--- config.mk ---
export PLATFORM = sky130hd
export DESIGN_NAME = lc3_decode
export DESIGN_NICKNAME = d
export VERILOG_FILES = /design/src/rtl/lc3_decode.sv
export SDC_FILE = /design/constraint.sdc
export NUM_CORES = 1
export LEC_CHECK = 0
export BUFFER_PORTS_ARGS = -buffer_cell sky130_fd_sc_hd__buf_2
export CORE_AREA = 2 2 78 80
export CTS_CLUSTER_SIZE = 20
export DETAILED_ROUTE_END_ITERATION = 12
export DIE_AREA = 0 0 80 82
export SLEW_MARGIN = 10
export SYNTH_ARGS = -nofsm -noshare
export SYNTH_HDL_FRONTEND = slang
export SYNTH_SLANG_ARGS = --single-unit
--- constraint.sdc ---
create_clock -name clock -period 1.6 [get_ports clock]
set_clock_uncertainty 0.1 [all_clocks]
set_input_delay 0.32 -clock clock [delete_from_list [all_inputs] [get_ports clock]]
set_output_delay 0.32 -clock clock [all_outputs]
set_load 0.05 [all_outputs]
--- src/rtl/lc3_decode.sv ---
// ----------------------------------------------------------------------------
// lc3_decode
//
// Decode pipeline stage of the LC-3 datapath. On every rising clock edge
// where enable_decode is high, the fetched instruction word and its PC+1 are
// registered. The Execute, Writeback and memory-access control bundles are
// registered on the same edge. While enable_decode is low every output holds
// its value, which stalls the downstream stages.
//
// Ports:
//   clock          in   1   rising-edge clock
//   reset          in   1   asynchronous, active-high reset (clears outputs)
//   enable_decode  in   1   capture strobe, sampled at posedge
//   dout           in  16   instruction word from instruction memory
//   npc_in         in  16   PC+1 of the instruction on dout
//   IR             out 16   registered instruction
//   npc_out        out 16   registered npc_in
//   E_Control      out  6   {alu_control[1:0], pcselect1[1:0], pcselect2, op2select}
//   W_Control      out  2   writeback source: 00 ALU, 01 LEA address, 10 memory
//   Mem_Control    out  1   indirect memory access (LDI/STI)
//   illegal_op     out  1   registered unsupported-opcode flag
// ----------------------------------------------------------------------------
module lc3_decode (
    input  logic        clock,
    input  logic        reset,
    input  logic        enable_decode,
    input  logic [15:0] dout,
    input  logic [15:0] npc_in,
    output logic [15:0] IR,
    output logic [15:0] npc_out,
    output logic [5:0]  E_Control,
    output logic [1:0]  W_Control,
    output logic        Mem_Control,
    output logic        illegal_op
);

    // Opcode encodings
    localparam logic [3:0] OP_BR  = 4'b0000;
    localparam logic [3:0] OP_ADD = 4'b0001;
    localparam logic [3:0] OP_LD  = 4'b0010;
    localparam logic [3:0] OP_ST  = 4'b0011;
    localparam logic [3:0] OP_AND = 4'b0101;
    localparam logic [3:0] OP_LDR = 4'b0110;
    localparam logic [3:0] OP_STR = 4'b0111;
    localparam logic [3:0] OP_NOT = 4'b1001;
    localparam logic [3:0] OP_LDI = 4'b1010;
    localparam logic [3:0] OP_STI = 4'b1011;
    localparam logic [3:0] OP_JMP = 4'b1100;
    localparam logic [3:0] OP_LEA = 4'b1110;

    // Execute control patterns {alu[1:0], pcsel1[1:0], pcsel2, op2sel}
    localparam logic [5:0] E_PCREL9 = 6'b000110;  // NPC + offset9
    localparam logic [5:0] E_BASE6  = 6'b001000;  // BaseR + offset6
    localparam logic [5:0] E_BASE0  = 6'b001100;  // BaseR + 0 (JMP)
    localparam logic [5:0] E_NOT    = 6'b100000;

    // Writeback source selections
    localparam logic [1:0] W_ALU = 2'b00;
    localparam logic [1:0] W_PC  = 2'b01;
    localparam logic [1:0] W_MEM = 2'b10;

    logic [3:0] opcode;
    logic       reg_operand;
    logic [5:0] e_next;
    logic [1:0] w_next;
    logic       m_next;
    logic       ill_next;

    assign opcode = dout[15:12];

    // dout[5] is the immediate flag for ADD/AND; op2select picks the
    // register operand when that flag is clear.
    assign reg_operand = ~dout[5];

    // Decode straight from the incoming word so the control bundle is
    // registered on the same edge as IR and stays aligned with it.
    always_comb begin
        e_next   = 6'b000000;
        w_next   = W_ALU;
        m_next   = 1'b0;
        ill_next = 1'b0;
        case (opcode)
            OP_ADD: e_next = {5'b00000, reg_operand};
            OP_AND: e_next = {5'b01000, reg_operand};
            OP_NOT: e_next = E_NOT;
            OP_BR,
            OP_ST:  e_next = E_PCREL9;
            OP_LD: begin
                e_next = E_PCREL9;
                w_next = W_MEM;
            end
            OP_LDI: begin
                e_next = E_PCREL9;
                w_next = W_MEM;
                m_next = 1'b1;
            end
            OP_STI: begin
                e_next = E_PCREL9;
                m_next = 1'b1;
            end
            OP_LEA: begin
                e_next = E_PCREL9;
                w_next = W_PC;
            end
            OP_LDR: begin
                e_next = E_BASE6;
                w_next = W_MEM;
            end
            OP_STR: e_next = E_BASE6;
            OP_JMP: e_next = E_BASE0;
            // 0100, 1000, 1101, 1111: unsupported, all controls stay zero
            default: ill_next = 1'b1;
        endcase
    end

    // Output registers: capture on enable, hold otherwise, cleared by reset.
    always_ff @(posedge clock or posedge reset) begin
        if (reset) begin
            IR          <= 16'h0000;
            npc_out     <= 16'h0000;
            E_Control   <= 6'b000000;
            W_Control   <= 2'b00;
            Mem_Control <= 1'b0;
            illegal_op  <= 1'b0;
        end else if (enable_decode) begin
            IR          <= dout;
            npc_out     <= npc_in;
            E_Control   <= e_next;
            W_Control   <= w_next;
            Mem_Control <= m_next;
            illegal_op  <= ill_next;
        end
    end

endmodule

* Word-level counts from Yosys, hierarchy flattened
Index checks and enable logic that the tools add are counted.
** Storage, ports and cells
- Bits in read-only memories :: 0
- Input bits :: 35
- Output and inout port bits :: 42
- Latch bits :: 0
- Register bits after elaboration :: 42
- Word-level logic and storage cells :: 28
- Memories :: 0
- Bits in writable memories :: 0
** Operators by class
- Reductions and logical operators :: 6
- Shift operators :: 0
- Add/subtract/negate cells :: 0
- Divide/modulo/power cells :: 0
- Order comparisons :: 0
- Bitwise operators :: 1
- Eq/ne operators :: 11
- Multipliers :: 0
- Mux-type cells :: 4
** Operator list (count)
- $pmux 6 s6 :: 1
- $eq 4x4->1 const B :: 5
- $eq 4x3->1 const B :: 3
- $reduce_or 12->1 :: 1
- $eq 4x2->1 const B :: 2
- $reduce_or 6->1 :: 1
- $eq 4x1->1 const B :: 1
- $logic_not 4->1 :: 1
- $pmux 2 s2 :: 1
- $reduce_or 2->1 :: 2
- $reduce_or 3->1 :: 1
- $mux 1 :: 2
- $not 1->1 :: 1

* Logic depth before layout (Yosys ltp)
Gate-level depths: netlist of the first run.
- Word-level depth :: 3
- Depth in mapped cells :: 4
- Depth with buffers taken out :: 3

* Least setup slack after synthesis of the first run
OpenSTA, ideal clock, no wires.
- Path kind :: input to register
- Start :: in enable_decode
- End :: reg npc_out[10]
- Path buffers :: 2
- Stages on the path :: 3
- Data arrival time :: 1.007 ns
- Data required time :: 1.375 ns
- Slack :: 0.368 ns
- Setup time :: 0.125 ns
- Path through :: buf_2 buf_4 mux2_2
** RTL lines
- from (decl) :: RTL line 26 : input logic enable_decode,
- to (signal assigned) :: RTL line 127 : npc_out <= npc_in;
- to (decl) :: RTL line 30 : output logic [15:0] npc_out,
No word-level cell between the ends.

* Worst setup path in the final report of the first run
- Start :: reg W_Control[1]
- End :: out W_Control[1]
** RTL lines
- from (decl) :: RTL line 32 : output logic [1:0] W_Control,
- from (signal assigned) :: RTL line 129 : W_Control <= w_next;
No word-level cell between the ends.

==> reports/qor.csv, run 1 <==
metric,value,unit
outcome,finished clean,
first-pass GRT wire length,5.31,mm
initial antenna violation count,0,
"CTS clk-pin slew, worst paths",0.08,ns
Die H,82,um
combinational share of power,25.5,%
R2R Setup Slk,0.72,ns
switching share of power,32.7,%
vias in the first global route,1139,
Area contributors post-synth,"dfrtp_1 (63%), mux2_2 (20%), mux2_1 (2.0%)",
vias,1185,
"EDFF count, synth",0,
DR vias/cell,4.31,
Flop pwr share,44.7,%
DRT Pass-1 Iters,4,
reg2reg start,E_Control[0],
Reg2Reg Depth,1,
worst path cell trace,buf_2,
Ant. Diodes,0,
#FFs+latches synth,42,
CP peak stage delay,0.38,ns
I/O Pins,77,
# setup viols final,0,
CTS tree,done,
layout cell share with drive strength beyond 1,58.0,%
Max VDD drop,0.390,mV
IO Port Bufs,76,
clock root cell,clkbuf_8,
Tcrit/Tclk final,84.8,%
Synth top area share,63.3,%
Worst path depth,1,
fin area,0.00225,mm^2
syn nets,155,
"Data arrival, critical path",0.94,ns
largest area contributor in the netlist,dfrtp_1,
Critical Path RT,1.18,ns
worst setup path class,register to output port,
# Max-Cap Violations,0,
Core Area,0.00575,mm^2
Pwr per Cell Area,1190,mW/mm^2
total global routing overflow,0,
DRT Wirelength,3.43,mm
worst-skew pair later-pin latency,0.29,ns
Final Hold Viols,0,
H-tree levels,2,
final net count,234,
most numerous cell in the Yosys netlist,dfrtp_1,
YS warnings,0,
Worst Setup SP,W_Control[1],
CTS Buf Count,5,
Buf/Inv on CP,1,
hold depth,2,
Avg Synthesized Cell Area,13.8,um^2
TNS Setup,0,ns
critical path's top delay family,flip-flops,
die width,80,um
"Primary FF master, synth",dfrtp_1,
Slew Limit Fails,0,
Initial DRC Count,20,
slowest CP cell,dfrtp_1,
FMAX,737,MHz
RSZ-0062 raised after global routing,false,
CP endpoint kind,output port,
CTS sink cnt,42,
synth unique cells,21,
Routed Antenna Nets,0,
Place WS,0.299,ns
"Async S/R FF share, synth",100,%
total track usage,10.7,%
Worst Setup EP,W_Control[1],
CP max FO,2,
path type of the worst min-delay path,input pin to register,
DR WL/cell,12.5,um
worst r2r dst,E_Control[0],
cell count after synthesis,120,
sequential area share after synthesis,63.3,%
HPWL Detailed,2.57,mm
"crit path setup slack, layout",0.244,ns
# DRC,0,
gpl congestion,0.702,
Layout area overhead,35.7,%
NetSw,0.880,mW
Cell Int Power,1.81,mW
initial core utilization,28.9,%
Mapped Area,0.00166,mm^2
dpl cell area,0.00213,mm^2
Static Leakage,1.10,nW
crit start category,register,
Post-CTS Resized,0,
# rows,28,
relative slew slack,59.9,%
Commonest cells post-synth,"dfrtp_1 (42), mux2_2 (30), inv_1 (8)",
Longest Clk Path Bufs,2,
pin count of the biggest net entering global routing,48,
Final Total Pwr,2.69,mW
Die ar.,0.00656,mm^2
post-layout min period,1.36,ns
Tightest Pin Transition,0.598,ns
clock power share,29.8,%
cells by family after synthesis:
group                  after synthesis  synth area share, %
DFF                                 42                 63.3
muxes                               33                 22.4
AOI/OAI and AO/OA                   13                 4.82
and+or+nand+nor                     17                 5.27
buffers and inverters               15                 4.22
metal layers:
metal	track usage (%)	share of wire (%)
met4	5.59	1.5
met5	0	0
met2	17.8	49
met1	12.7	43
met3	3.08	6.8
registers in the layout (all words and copies together), names as in the netlist:
signal	count
IR	16
npc_out	16
E_Control	6
W_Control	2
Mem_Control	1
illegal_op	1
per-stage QoR:
step / utilization (%) / hold slack, ns / std cells
2_1_floorplan: - / 0.355 / 120
3_3_place_gp: 37.2 / 0.248 / 266
3_5_place_dp: 37.2 / 0.245 / 266
4_1_cts: 39.2 / 0.142 / 275
5_1_grt: 39.2 / 0.141 / 275
6_report: 39.2 / 0.155 / 275
layout make-up:
| class | count | area (um^2) |
|---|---|---|
| inverter | 8 | 30.0 |
| timing repair buffer | 79 | 430 |
| fill | 558 | 3490 |
| sequential | 42 | 1050 |
| tap | 75 | 93.8 |
| multi-input combinational | 63 | 539 |
| clock inverter | 3 | 40.0 |
| clock buffer | 5 | 68.8 |
repair_timing:
action	4_1_cts	5_1_grt
setup buffers	0	0
hold buffers	1	0
endpoints found under the setup margin	0	0
endpoints found under the hold margin	16	0
power by group through the flow:
stage          clock, mW  combinational (mW)  sequential, mW
2_1_floorplan          0               0.154            1.57
3_3_place_gp           0               0.690            1.22
3_5_place_dp           0               0.693            1.23
4_1_cts            0.844               0.696            1.20
5_1_grt            0.905               0.725            1.22
6_report           0.802               0.686            1.20
layout by cell type, fill, tap and decap left out, drive strengths merged:
master,count
o21ai,3
dfrtp,42
inv,7
o22ai,4
nor2,6
clkbuf,5
a211o,1
nand2b,2
or3b,1
buf,78
a31oi,3
mux2,33
nor3b,1
o21bai,1
nor4b,1
bufinv,1
a21oi,1
nand2,4
and2b,1
dlygate4sd3,1
clkinv,3
nand3,1
how the worst min path moves through the flow:
stage / slack [ns] / start / end
after floorplan: 0.35 / npc_in[0] / npc_out[0]
after global placement: 0.25 / reset / IR[10]
after detailed placement: 0.24 / reset / npc_out[11]
after CTS: 0.14 / dout[2] / IR[2]
after global routing: 0.14 / dout[1] / IR[1]
final: 0.15 / dout[2] / IR[2]
No activity file was read; power rests on OpenSTA's default activity.
==> run 2, diff against run 1 <==
==> constraint.sdc (replaced) <==
create_clock -name clock -period 1.2 [get_ports clock]
set_clock_uncertainty 0.1 [all_clocks]
set_input_delay 0.24 -clock clock [delete_from_list [all_inputs] [get_ports clock]]
set_output_delay 0.24 -clock clock [all_outputs]
set_load 0.05 [all_outputs]
==> reports/qor.csv, run 2 (same netlist as run 1, synthesis figures left out) <==
metric,value,unit
Final Hold Viols,0,
TNS Setup,0,ns
critical path's top delay family,flip-flops,
first-pass GRT wire length,5.52,mm
DRT Pass-1 Iters,2,
vias,1250,
worst-skew pair later-pin latency,0.29,ns
Cell Int Power,2.68,mW
clock power share,28.7,%
"Data arrival, critical path",0.85,ns
"CTS clk-pin slew, worst paths",0.08,ns
"commonest cells after routing, fill and taps aside","dfrtp_1 (42), buf_6 (42), buf_2 (34), mux2_2 (30), buf_4 (14)",
non-filler instance count after layout,289,
DR WL/cell,12.6,um
gpl congestion,0.741,
Initial DRC Count,25,
Reg2Reg Depth,2,
Core Area,0.00575,mm^2
final net count,249,
combinational share of power,29.3,%
RSZ-0062 raised after global routing,true,
filler cell count in the final layout,540,
relative slew slack,81.6,%
HPWL Detailed,2.60,mm
pin count of the biggest net entering global routing,43,
worst r2r dst,IR[10],
Die H,82,um
CTS tree,done,
Max VDD drop,0.573,mV
# Max-Cap Violations,0,
total track usage,11.2,%
Tightest Pin Transition,0.272,ns
# rows,28,
"crit path setup slack, layout",0.00547,ns
top flop regs,"IR x16, npc_out x16, E_Control x6",
DR vias/cell,4.33,
layout cell share with drive strength beyond 1,61.2,%
R2R Setup Slk,0.20,ns
Tcrit/Tclk final,99.5,%
Slew Limit Fails,0,
Pwr per Cell Area,1470,mW/mm^2
crit start category,register,
worst hold slack,0.0801,ns
worst path cell trace,buf_6,
Final Total Pwr,3.89,mW
CTS Buf Count,5,
slowest CP cell,dfrtp_1,
post-layout min period,1.19,ns
# DRC,0,
Static Leakage,1.26,nW
Layout area overhead,59.5,%
die width,80,um
Die ar.,0.00656,mm^2
CTS sink cnt,42,
worst setup path class,register to output port,
hold_sp,npc_in[12],
FMAX,837,MHz
fin area,0.00265,mm^2
total global routing overflow,0,
vias in the first global route,1201,
clock root cell,clkbuf_8,
NetSw,1.21,mW
CP peak stage delay,0.40,ns
Hold Path End,npc_out[12],
Longest Clk Path Bufs,2,
hold depth,2,
Routed Antenna Nets,0,
# setup viols final,0,
path type of the worst min-delay path,input pin to register,
initial core utilization,28.9,%
Buf/Inv on CP,1,
dpl cell area,0.00220,mm^2
I/O Pins,77,
Flop pwr share,42.0,%
fin util,46.1,%
CP max FO,2,
switching share of power,31.2,%
outcome,finished clean,
H-tree levels,2,
DRT Wirelength,3.63,mm
Place WS,0.0310,ns
CP endpoint kind,output port,
initial antenna violation count,0,
Critical Path RT,0.86,ns
Ant. Diodes,0,
IO Port Bufs,76,
reg2reg start,IR[10],
placed insts,272,
==> run 2: worst max-delay path by stage <==
stage,start,end,slack [ns],cells past startpoint
finish,E_Control[5],E_Control[5],0.005,1
global route,IR[15],IR[15],-0.04,1
CTS,IR[15],IR[15],-0.02,1
detailed placement,dout[15],E_Control[0],0.03,4
global placement,dout[15],E_Control[0],0.05,4
floorplan,enable_decode,npc_out[10],0.05,3
==> run 2: final cells by class <==
type / instances / area, um^2 / area share [%]
Clock buffer: 6 / 82.6 / 3.12
Clock inverter: 1 / 30.0 / 1.13
Inverter: 8 / 33.8 / 1.28
Multi-Input combinational cell: 63 / 539 / 20.4
Sequential cell: 42 / 1050 / 39.7
Tap cell: 75 / 93.8 / 3.54
Timing Repair Buffer: 94 / 818 / 30.9
==> run 2: power by group through the flow <==
stage	Combinational [mW]	Sequential (mW)	Clock, mW
2_1_floorplan	0.205	2.10	0
3_3_place_gp	0.943	1.63	0
3_5_place_dp	0.950	1.63	0
4_1_cts	1.12	1.63	1.17
5_1_grt	1.20	1.65	1.23
6_report	1.14	1.63	1.12
==> run 2: per-layer routing <==
metal,global-route usage [%],part of all wire (%)
met1,12.9,41
met2,19.2,51
met3,3.41,5.3
met4,5.08,1.9
met5,0,0
==> run 2: what timing repair did <==
action,CTS,global route
setup endpoints to repair,42,41
buffers inserted,5,4
gates cloned,0,0
gates resized for setup,79,5
hold endpoints to repair,42,0
hold buffers,1,0
==> run 3, diff against run 2 <==
==> constraint.sdc (replaced) <==
create_clock -name clock -period 1.49 [get_ports clock]
set_clock_uncertainty 0.1 [all_clocks]
set_input_delay 0.298 -clock clock [delete_from_list [all_inputs] [get_ports clock]]
set_output_delay 0.298 -clock clock [all_outputs]
set_load 0.05 [all_outputs]
==> reports/qor.csv, run 3 (same netlist as run 1, synthesis figures left out) <==
metric,value,unit
outcome,finished clean,
CTS sink cnt,42,
cts hold-fix bufs,1,
initial core utilization,28.9,%
TNS Setup,0,ns
Routed Antenna Nets,0,
# rows,28,
Post-CTS Resized,0,
I/O Pins,77,
Tcrit/Tclk final,87.9,%
total global routing overflow,0,
H-tree levels,2,
die width,80,um
RSZ-0062 raised after global routing,false,
HPWL Detailed,2.54,mm
Die ar.,0.00656,mm^2
Static Leakage,1.10,nW
critical path's top delay family,flip-flops,
Ant. Diodes,0,
Tightest Pin Transition,0.266,ns
Max VDD drop,0.549,mV
layout cell share with drive strength beyond 1,58.4,%
Longest Clk Path Bufs,2,
Initial DRC Count,16,
DRT Wirelength,3.40,mm
pin count of the biggest net entering global routing,43,
final net count,236,
# Max-Cap Violations,0,
"CTS clk-pin slew, worst paths",0.08,ns
Place WS,0.225,ns
Core Area,0.00575,mm^2
clock root cell,clkbuf_8,
Layout area overhead,36.9,%
placed insts,268,
postcts setup bufs,0,
# DRC,0,
Critical Path RT,1.09,ns
worst path cell trace,buf_2,
DRT Pass-1 Iters,4,
"commonest non-fill, non-tap cell in the layout",buf_2,
total track usage,10.3,%
CP max FO,2,
CTS tree,done,
Pwr per Cell Area,1280,mW/mm^2
first-pass GRT wire length,5.12,mm
"crit path setup slack, layout",0.181,ns
vias in the first global route,1115,
Final Hold Viols,0,
slowest CP cell,dfrtp_1,
post-layout min period,1.31,ns
vias,1205,
relative slew slack,82.0,%
fin util,39.6,%
non-filler instance count after layout,277,
"Data arrival, critical path",0.91,ns
gpl congestion,0.715,
DR vias/cell,4.35,
dpl cell area,0.00215,mm^2
Slew Limit Fails,0,
crit start category,register,
path type of the worst min-delay path,input pin to register,
CTS Buf Count,5,
fin area,0.00227,mm^2
CP peak stage delay,0.36,ns
CP endpoint kind,output port,
# setup viols final,0,
IO Port Bufs,76,
worst setup path class,register to output port,
DR WL/cell,12.3,um
worst-skew pair later-pin latency,0.29,ns
"commonest cells after routing, fill and taps aside","buf_2 (76), dfrtp_1 (42), mux2_2 (30), inv_1 (7), nor2_1 (6)",
Buf/Inv on CP,1,
top flop regs,"IR x16, npc_out x16, E_Control x6",
initial antenna violation count,0,
Die H,82,um
FMAX,764,MHz
==> run 3: area by class of cell <==
class / count / area (um^2)
Clock buffer: 5 / 68.8
Clock inverter: 3 / 45.0
Fill cell: 580 / 3470
Inverter: 8 / 30.0
Multi-Input combinational cell: 63 / 539
Sequential cell: 42 / 1050
Tap cell: 75 / 93.8
Timing Repair Buffer: 81 / 445
==> run 3: metrics by stage <==
| stage | hold slack (ns) | power [mW] |
|---|---|---|
| detailed placement | 0.246 | 2.06 |
| global route | 0.116 | 3.06 |
| CTS | 0.122 | 2.97 |
| global placement | 0.246 | 2.06 |
| finish | 0.136 | 2.91 |
| floorplan | 0.333 | 1.86 |
==> run 3: metal layers <==
layer	track usage [%]	vias to the layer above	wire length, um
met5	0	-	0
met4	4.41	0	39
met3	3.96	4	249
met2	17.0	46	1680
met1	12.1	580	1430
li1	-	575	-
==> run 3: power by group <==
part	switching, mW	total [mW]	internal, mW	leakage (nW)
registers	0.0470	1.29	1.24	0.505
clock network	0.376	0.874	0.498	0.0504
logic	0.531	0.741	0.211	0.547
==> run 3: final timing paths <==
| path | to | cells after the start | start | slack (ns) |
|---|---|---|---|---|
| worst max-delay path | IR[1] | 1 | IR[1] | 0.18 |
| worst max register to register | E_Control[0] | 1 | E_Control[0] | 0.61 |
| worst min-delay path | npc_out[12] | 2 | npc_in[12] | 0.14 |
| worst min register to register | npc_out[0] | 1 | npc_out[0] | 0.38 |
| min in group asynchronous | npc_out[12] | 4 | reset | 0.48 |
| max in group asynchronous | npc_out[1] | 4 | reset | 0.62 |
